`config.mk`:
```
export PLATFORM = sky130hd
export DESIGN_NAME = fir_stream_ctrl
export DESIGN_NICKNAME = d
export VERILOG_FILES = /design/src/rtl/fir_stream_ctrl.sv
export SDC_FILE = /design/constraint.sdc
export NUM_CORES = 1
export LEC_CHECK = 0
export CAP_MARGIN = 20
export CORE_AREA = 2 2 183 185
export CTS_CLUSTER_SIZE = 25
export DETAILED_ROUTE_END_ITERATION = 10
export DIE_AREA = 0 0 185 187
export REMOVE_ABC_BUFFERS = 1
export SLEW_MARGIN = 20
export SYNTH_ARGS = -nofsm -noshare
export SYNTH_HDL_FRONTEND = slang
export SYNTH_SLANG_ARGS = --single-unit
```
`constraint.sdc`:
```
create_clock -name clk -period 4.5 [get_ports clk]
set_input_delay 0.9 -clock clk [delete_from_list [all_inputs] [get_ports clk]]
set_output_delay 0.9 -clock clk [all_outputs]
set_load 0.1 [all_outputs]
```
`src/rtl/fir_stream_ctrl.sv`:
```
// Streaming sequencer for an enable-equipped FIR core: input/output FIFOs, frame flush/drain
// and result tagging, with the core stalled whenever the output side cannot take a result.
`timescale 1ns/1ps
module fir_stream_ctrl #(
  parameter int          DW         = 16,
  parameter int          IN_DEPTH   = 8,
  parameter int          OUT_DEPTH  = 8,
  parameter int          TAPS       = 3,
  parameter int          FIR_LAT    = 1,
  parameter logic [15:0] FRAMES_RST = 16'h0000
) (
  input  logic                 clk,
  input  logic                 rst,
  input  logic                 s_valid,
  output logic                 s_ready,
  input  logic signed [DW-1:0] s_data,
  input  logic                 s_last,
  output logic signed [DW-1:0] fir_x,
  output logic                 fir_en,
  input  logic signed [DW-1:0] fir_y,
  output logic                 m_valid,
  input  logic                 m_ready,
  output logic signed [DW-1:0] m_data,
  output logic                 m_last,
  output logic                 busy,
  output logic [15:0]          frames_done
);

  // state | meaning
  // IDLE  | no frame in progress, waiting for buffered input
  // FLUSH | TAPS-1 zero steps clear the delay line
  // RUN   | one buffered sample issued per enabled step
  // DRAIN | FIR_LAT zero steps push the last result out
  localparam logic [1:0] ST_IDLE  = 2'd0;
  localparam logic [1:0] ST_FLUSH = 2'd1;
  localparam logic [1:0] ST_RUN   = 2'd2;
  localparam logic [1:0] ST_DRAIN = 2'd3;

  localparam int            IAW      = $clog2(IN_DEPTH);
  localparam int            OAW      = $clog2(OUT_DEPTH);
  localparam int            CW       = 8;
  localparam logic [CW-1:0] FLUSH_LD = CW'(TAPS - 2);
  localparam logic [CW-1:0] DRAIN_LD = CW'(FIR_LAT - 1);
  localparam logic [CW-1:0] CNT_ONE  = CW'(1);
  localparam logic [IAW:0]  IN_ONE   = (IAW+1)'(1);
  localparam logic [OAW:0]  OUT_ONE  = (OAW+1)'(1);

  logic [1:0]    state_q, state_d;
  logic [CW-1:0] cnt_q, cnt_d;
  logic [15:0]   frames_q, frames_d;

  logic [DW:0]  in_mem_q [IN_DEPTH];
  logic [IAW:0] in_wr_q, in_rd_q;
  logic         in_empty, in_full, in_push, in_pop;
  logic [DW:0]  in_head;

  logic [DW:0]  out_mem_q [OUT_DEPTH];
  logic [OAW:0] out_wr_q, out_rd_q;
  logic         out_empty, out_full, out_push, out_pop;
  logic [DW:0]  out_head;

  logic [FIR_LAT-1:0] tag_v_q, tag_last_q;
  logic               tail_v, tail_last, tag_v_in, tag_last_in;
  logic               want, adv, run_issue;

  assign in_empty  = (in_wr_q == in_rd_q);
  assign in_full   = (in_wr_q[IAW] != in_rd_q[IAW]) && (in_wr_q[IAW-1:0] == in_rd_q[IAW-1:0]);
  assign in_head   = in_mem_q[in_rd_q[IAW-1:0]];
  assign out_empty = (out_wr_q == out_rd_q);
  assign out_full  = (out_wr_q[OAW] != out_rd_q[OAW]) && (out_wr_q[OAW-1:0] == out_rd_q[OAW-1:0]);
  assign out_head  = out_mem_q[out_rd_q[OAW-1:0]];

  assign tail_v    = tag_v_q[FIR_LAT-1];
  assign tail_last = tag_last_q[FIR_LAT-1];

  always_comb begin
    want = 1'b0;
    case (state_q)
      ST_FLUSH: want = 1'b1;
      ST_RUN:   want = !in_empty;
      ST_DRAIN: want = 1'b1;
      default:  want = 1'b0;
    endcase
  end

  // A valid result at the tail needs a free output slot before the core may step.
  assign adv         = want && !(tail_v && out_full) && !rst;
  assign run_issue   = adv && (state_q == ST_RUN);
  assign in_push     = s_valid && s_ready;
  assign in_pop      = run_issue;
  assign out_push    = adv && tail_v;
  assign out_pop     = m_valid && m_ready;
  assign tag_v_in    = run_issue;
  assign tag_last_in = run_issue && in_head[DW];

  assign s_ready     = !in_full && !rst;
  assign m_valid     = !out_empty && !rst;
  assign m_data      = m_valid ? out_head[DW-1:0] : '0;
  assign m_last      = m_valid && out_head[DW];
  assign fir_en      = adv;
  assign fir_x       = run_issue ? in_head[DW-1:0] : '0;
  assign busy        = (state_q != ST_IDLE) && !rst;
  assign frames_done = frames_q;

  always_comb begin
    state_d  = state_q;
    cnt_d    = cnt_q;
    frames_d = frames_q;
    case (state_q)
      ST_IDLE: begin
        if (!in_empty) begin
          state_d = ST_FLUSH;
          cnt_d   = FLUSH_LD;
        end
      end
      ST_FLUSH: begin
        if (adv) begin
          if (cnt_q == '0) state_d = ST_RUN;
          else             cnt_d   = cnt_q - CNT_ONE;
        end
      end
      ST_RUN: begin
        if (adv && in_head[DW]) begin
          state_d = ST_DRAIN;
          cnt_d   = DRAIN_LD;
        end
      end
      ST_DRAIN: begin
        if (adv) begin
          if (cnt_q == '0) begin
            state_d  = ST_IDLE;
            frames_d = frames_q + 16'd1;
          end else begin
            cnt_d = cnt_q - CNT_ONE;
          end
        end
      end
      default: state_d = ST_IDLE;
    endcase
  end

  always_ff @(posedge clk) begin
    if (rst) begin
      state_q    <= ST_IDLE;
      cnt_q      <= '0;
      frames_q   <= FRAMES_RST;
      in_wr_q    <= '0;
      in_rd_q    <= '0;
      out_wr_q   <= '0;
      out_rd_q   <= '0;
      tag_v_q    <= '0;
      tag_last_q <= '0;
    end else begin
      state_q  <= state_d;
      cnt_q    <= cnt_d;
      frames_q <= frames_d;
      if (in_push)  in_wr_q  <= in_wr_q + IN_ONE;
      if (in_pop)   in_rd_q  <= in_rd_q + IN_ONE;
      if (out_push) out_wr_q <= out_wr_q + OUT_ONE;
      if (out_pop)  out_rd_q <= out_rd_q + OUT_ONE;
      if (adv) begin
        for (int i = FIR_LAT - 1; i > 0; i--) begin
          tag_v_q[i]    <= tag_v_q[i-1];
          tag_last_q[i] <= tag_last_q[i-1];
        end
        tag_v_q[0]    <= tag_v_in;
        tag_last_q[0] <= tag_last_in;
      end
    end
  end

  always_ff @(posedge clk) begin
    if (in_push)  in_mem_q[in_wr_q[IAW-1:0]]   <= {s_last, s_data};
    if (out_push) out_mem_q[out_wr_q[OAW-1:0]] <= {tail_last, fir_y};
  end

endmodule

```
-- Word level (Yosys, flattened, before mapping)
Memory sizes are Yosys's and may differ from the RTL's. A register that Yosys moved wholly into a read port is not among the register bits.
Index checks and enable logic that the tools add are counted.
- reduce and logical (&&, ||, !) cells: 27
- multiply operators: 0
- div/mod/pow operators: 0
- eq/ne operators: 17
- $lt $le $gt $ge: 0
- add/sub/neg operators: 6
- shift operators: 0
- bitwise operators: 0
- multiplexer cells: 23
- operator list (cell ; count):
    $mux W16 ; 2
    $mux W8 ; 4
    $pmux W8 S3 ; 1
    $add A16 B1 Y16 const B ; 1
    $add A4 B1 Y4 const B ; 4
    $logic_and A1 B1 Y1 ; 15
    $mux W2 ; 6
    $mux W3 ; 4
    $ne A2 B2 Y1 const B ; 6
    $eq A4 B4 Y1 ; 2
    $logic_not A8 Y1 ; 1
    $pmux W2 S4 ; 1
    $sub A8 B1 Y8 const B ; 1
    $eq A3 B3 Y1 ; 2
    $reduce_and A6 Y1 ; 1
    $logic_not A1 Y1 ; 5
    $eq A2 B2 Y1 const B ; 2
    $mux W1 ; 4
    $ne A2 B1 Y1 const B ; 2
    $reduce_and A4 Y1 ; 1
    $reduce_and A3 Y1 ; 1
    $eq A2 B1 Y1 const B ; 1
    $logic_not A2 Y1 ; 1
    $ne A1 B1 Y1 ; 2
    3 further kinds ; 3
- register bits after elaboration: 44
- word-level logic and storage cells: 84
- memories kept: 2
- bits in latches: 0
- memory bits (writable): 272
- bits of input ports: 37
- bits in read-only memories: 0
- output and inout port bits: 53
- memories (name ; depth ; bits a word ; read ports ; clocked after Yosys merged registers in ; write ports ; RTL line ; source):
    in_mem_q ; 8 ; 17 ; 1 ; 1 ; 1 ; 52 ; logic [DW:0] in_mem_q [IN_DEPTH];
    out_mem_q ; 8 ; 17 ; 1 ; 1 ; 1 ; 57 ; logic [DW:0] out_mem_q [OUT_DEPTH];

-- Depth between registers and ports, before layout
- word-level depth: 9
- gate-level depth with buffers: 11
- depth with buffers taken out: 9

-- Least setup slack after synthesis
No wires, ideal clock.
- path type: input port to flip-flop
- start point: input rst
- end point: memory in_mem_q[0][0] (netlist bit), enable pin
- library setup time: 0.435 ns
- path buffers: 0
- data required time: 4.065 ns
- stages: 4
- slack: 0.273 ns
- data arrival time: 3.792 ns
- cell sequence: inv_1 > o41a_1 > nand2_1 > nor4_1
- longest elaborated chain between the ends: 5
- ends and longest elaborated chain (what ; RTL line ; source):
    start: declaration ; 13 ; input logic rst,
    $logic_not A1 Y1 ; 96 ; assign s_ready = !in_full && !rst;
    $logic_and A1 B1 Y1 ; 96 ;
    named net s_ready ; 15 ; output logic s_ready,
    $logic_and A1 B1 Y1 ; 89 ; assign in_push = s_valid && s_ready;
    $mux W1 ; 173 ; if (in_push) in_mem_q[in_wr_q[IAW-1:0]] <= {s_last, s_data};
    $mux W1 (implied by the code) ; 173 ;
    end: declaration ; 52 ;
The timed path passes the listed nets, and every way through them passes these cells.

-- Worst setup path after layout
- start point: register state_q[0]
- end point: output fir_x[8]
- longest elaborated chain between the ends: 7
- elaborated cells on any way between the ends: 9
- those cells by class: eq/ne (3); mux (2); reduce/logical (4)
- ends and longest elaborated chain (what ; RTL line ; source):
    start: declaration ; 48 ; logic [1:0] state_q, state_d;
    start signal: assignment ; 154 ; state_q <= state_d;
    $eq A2 B2 Y1 or $eq A2 B1 Y1 (tied branches) ; 78 ; case (state_q)
    $reduce_or A2 Y1 (no line) ; n/a ;
    $pmux W1 S2 ; 78 ;
    $logic_and A1 B1 Y1 (2 in series) ; 87 ; assign adv = want && !(tail_v && out_full) && !rst;
    $logic_and A1 B1 Y1 * ; 88 ; assign run_issue = adv && (state_q == ST_RUN);
    $mux W16 * ; 101 ; assign fir_x = run_issue ? in_head[DW-1:0] : '0;
    end: declaration ; 18 ; output logic signed [DW-1:0] fir_x,
Every way passes the cells marked *; elsewhere a longest branch is shown, timed or not.

==> metrics.txt <==
status finished clean; total chip power 6.43 mW; Routed wire per std cell 19.2 um; 1st-iter DRT viols 436; Worst Hold Class register to register; CTS Buf Count 35; reg2reg setup slack 1.46 ns; WS Path Type register to output port; post-route clock period utilization 88.4%; Worst VDD drop 0.271 mV; fraction of registers with async set/reset 0%; number of synthesized register bits 322; core footprint 32900 um2; Mean Syn Cell Area 17.4 um2; placed cell count 1267; Worst Path Max Fanout 19; P&R area growth vs syn 21.5%; Min Clock Period, post-route 3.98 ns; DIE HEIGHT 187 um; CP required 3.60 ns; top-area cell type share of the netlist area 63.3%; GR Util met1 20.2%; dpl hpwl 15500 um; final setup vio count 0; Clk Latency, worst-skew pair 0.50 ns; Max-cap violations 0; Util after Layout 47.7%; Mapped Cells 740; final wirelength 25500 um; DR DRC count 0; met2 Use GR 25.1%; reg-to-reg critical path startpoint state_q[0]; first-pass GRT wire length 39700 um; Most Crowded Layer GR met2; critical register-to-register path endpoint out_mem_q[7][10]; startpoint types register; CTS tree yes; Yosys top cell by area edfxtp_1; initial antenna violation count 0; Post-CTS Hold Fix Bufs 0; H-tree Lvls 2; skew final 0.0203 ns; Hold Worst Slack 0.491 ns; post_cts resized 0; I/O Buffers 89; Least-Margin Pin Slew 0.994 ns; largest cells by area after synthesis edfxtp_1 63%, mux4_2 12%, dfxtp_1 7.8%; Setup WS post-layout 0.521 ns; R2R depth 8; GPL Wtd Cong 0.724; CP endpoint kind output port; Slew Limit Fails 0; Post-Layout Cell Count 1328; Max-Slew Margin vs Limit 33.5%; ys flop type edfxtp_1; clk root buf clkbuf_16; total clock sinks 322; Setup Buffers After CTS 0; hold-critical path endpoint cnt_q[7]; drt first pass iters 4; vias 6748; Global Route met3 Usage 2.67%; Die W 185 um; commonest cells in the netlist 272 x edfxtp_1, 71 x nor2_1, 66 x mux4_2; Initial Util 39.3%; worst hold stages 1; Hold Violations, Final 0; Die ar. 34600 um2; clock buffer depth 3; GRT Total Usage 15.0%; count leader, synth edfxtp_1; pwr/cell area 410 nW/um2; synth warn 0; RSZ-0062 raised after global routing no; # rows 67; Reg clk slew, reported paths 0.06 ns; nets 904; share of cells above drive strength 1 23.5%; P_leak 5.02 nW; number of routed nets with antenna violations 0; FMAX 251 MHz; sequential fraction of the synthesis area 71.0%; Syn Std Cell Area 12900 um2; DR vias/cell 5.08; arrival time at the worst endpoint 3.08 ns; I/O pin count 90; Yosys cell types 56; Post-synth EDFFs 272; largest net degree at the start of global routing 47; Hold Crit Start cnt_q[7]; Setup WS pre-CTS 0.788 ns; total grt overflow 0; number of global-route vias before repair 6916
## worst max path at each step
stage                      to  slack (ns)        from
floorplan            fir_x[0]       -0.64         rst
global placement    fir_x[15]        0.85         rst
detailed placement   fir_x[8]        0.79         rst
CTS                  fir_x[8]        0.43  state_q[0]
global route        fir_x[14]        0.32  state_q[0]
finish               fir_x[8]        0.52  state_q[0]
## cell usage in the layout, fill, tap and decap left out, types with 9 or more instances in the layout
cell,count
xor2_1,17
clkbuf_16,37
buf_4,49
mux4_2,66
mux2i_1,35
a21oi_1,18
nand3_1,18
clkdlybuf4s50_1,51
o21ai_0,9
dfxtp_1,48
nor2_1,70
inv_1,12
nand2_1,22
xnor2_1,11
buf_12,17
ha_1,11
edfxtp_1,272
## layout make-up
cell class,instances,area [um2]
flip-flops and latches,322,9170
repair buffers,118,1220
multi-input cells,367,3590
diodes,1,2.50
clock inverters,19,153
clock buffers,41,941
inverters,12,45.0
fillers,2862,17200
well taps,448,561
## state kept, by name, summed over array words and instances, names as in the netlist, named ones only
name         flops
frames_done     16
out_wr_q         4
in_rd_q          4
in_wr_q          4
state_q          2
in_mem_q       136
out_rd_q         4
tag_v_q          1
out_mem_q      136
tag_last_q       1
cnt_q            8
## report_power, final
part / internal, mW / total [mW] / switching [mW]
Clock: 1.61 / 2.71 / 1.11
Sequential: 3.26 / 3.29 / 0.0243
Combinational: 0.150 / 0.428 / 0.278
Total: 5.02 / 6.43 / 1.41
## worst max-delay path: stages, from the launching register on
cell and delay [ns]:
dfxtp_1 0.42, inv_1 0.10, ha_1 0.30, or2_1 0.34, a221oi_4 0.21, nand2_1 0.55, nor2_1 0.42, buf_12 0.22
## metal layers
layer | part of all wire, % | vias to the layer above | wire (um)
met2 | 50 | 145 | 12600
met4 | 2.0 | 0 | 509
met5 | 0 | - | 0
met1 | 44 | 3415 | 11300
li1 | - | 3145 | -
met3 | 4.2 | 43 | 1060
## logic make-up (layout without fill, tap and decap cells)
group,count (synthesis),in the layout,share of synthesized area (%)
multiplexers,105,105,14.6
AO/OA/AOI/OAI,53,53,3.08
other,0,1,0
flip-flops,322,322,71.0
buffers and inverters,51,190,1.80
AND/OR/NAND/NOR,168,168,6.26
XOR/XNOR,30,30,2.15
adder cells (fa/ha/maj),11,11,1.07
## metrics by stage
stage / cell area [um2] / setup TNS [ns]
2_1_floorplan: 12700 / -33.76
3_3_place_gp: 14600 / 0
3_5_place_dp: 14600 / 0
4_1_cts: 15700 / 0
5_1_grt: 15700 / 0
6_report: 15700 / 0
No activity file was read; power rests on OpenSTA's default activity.
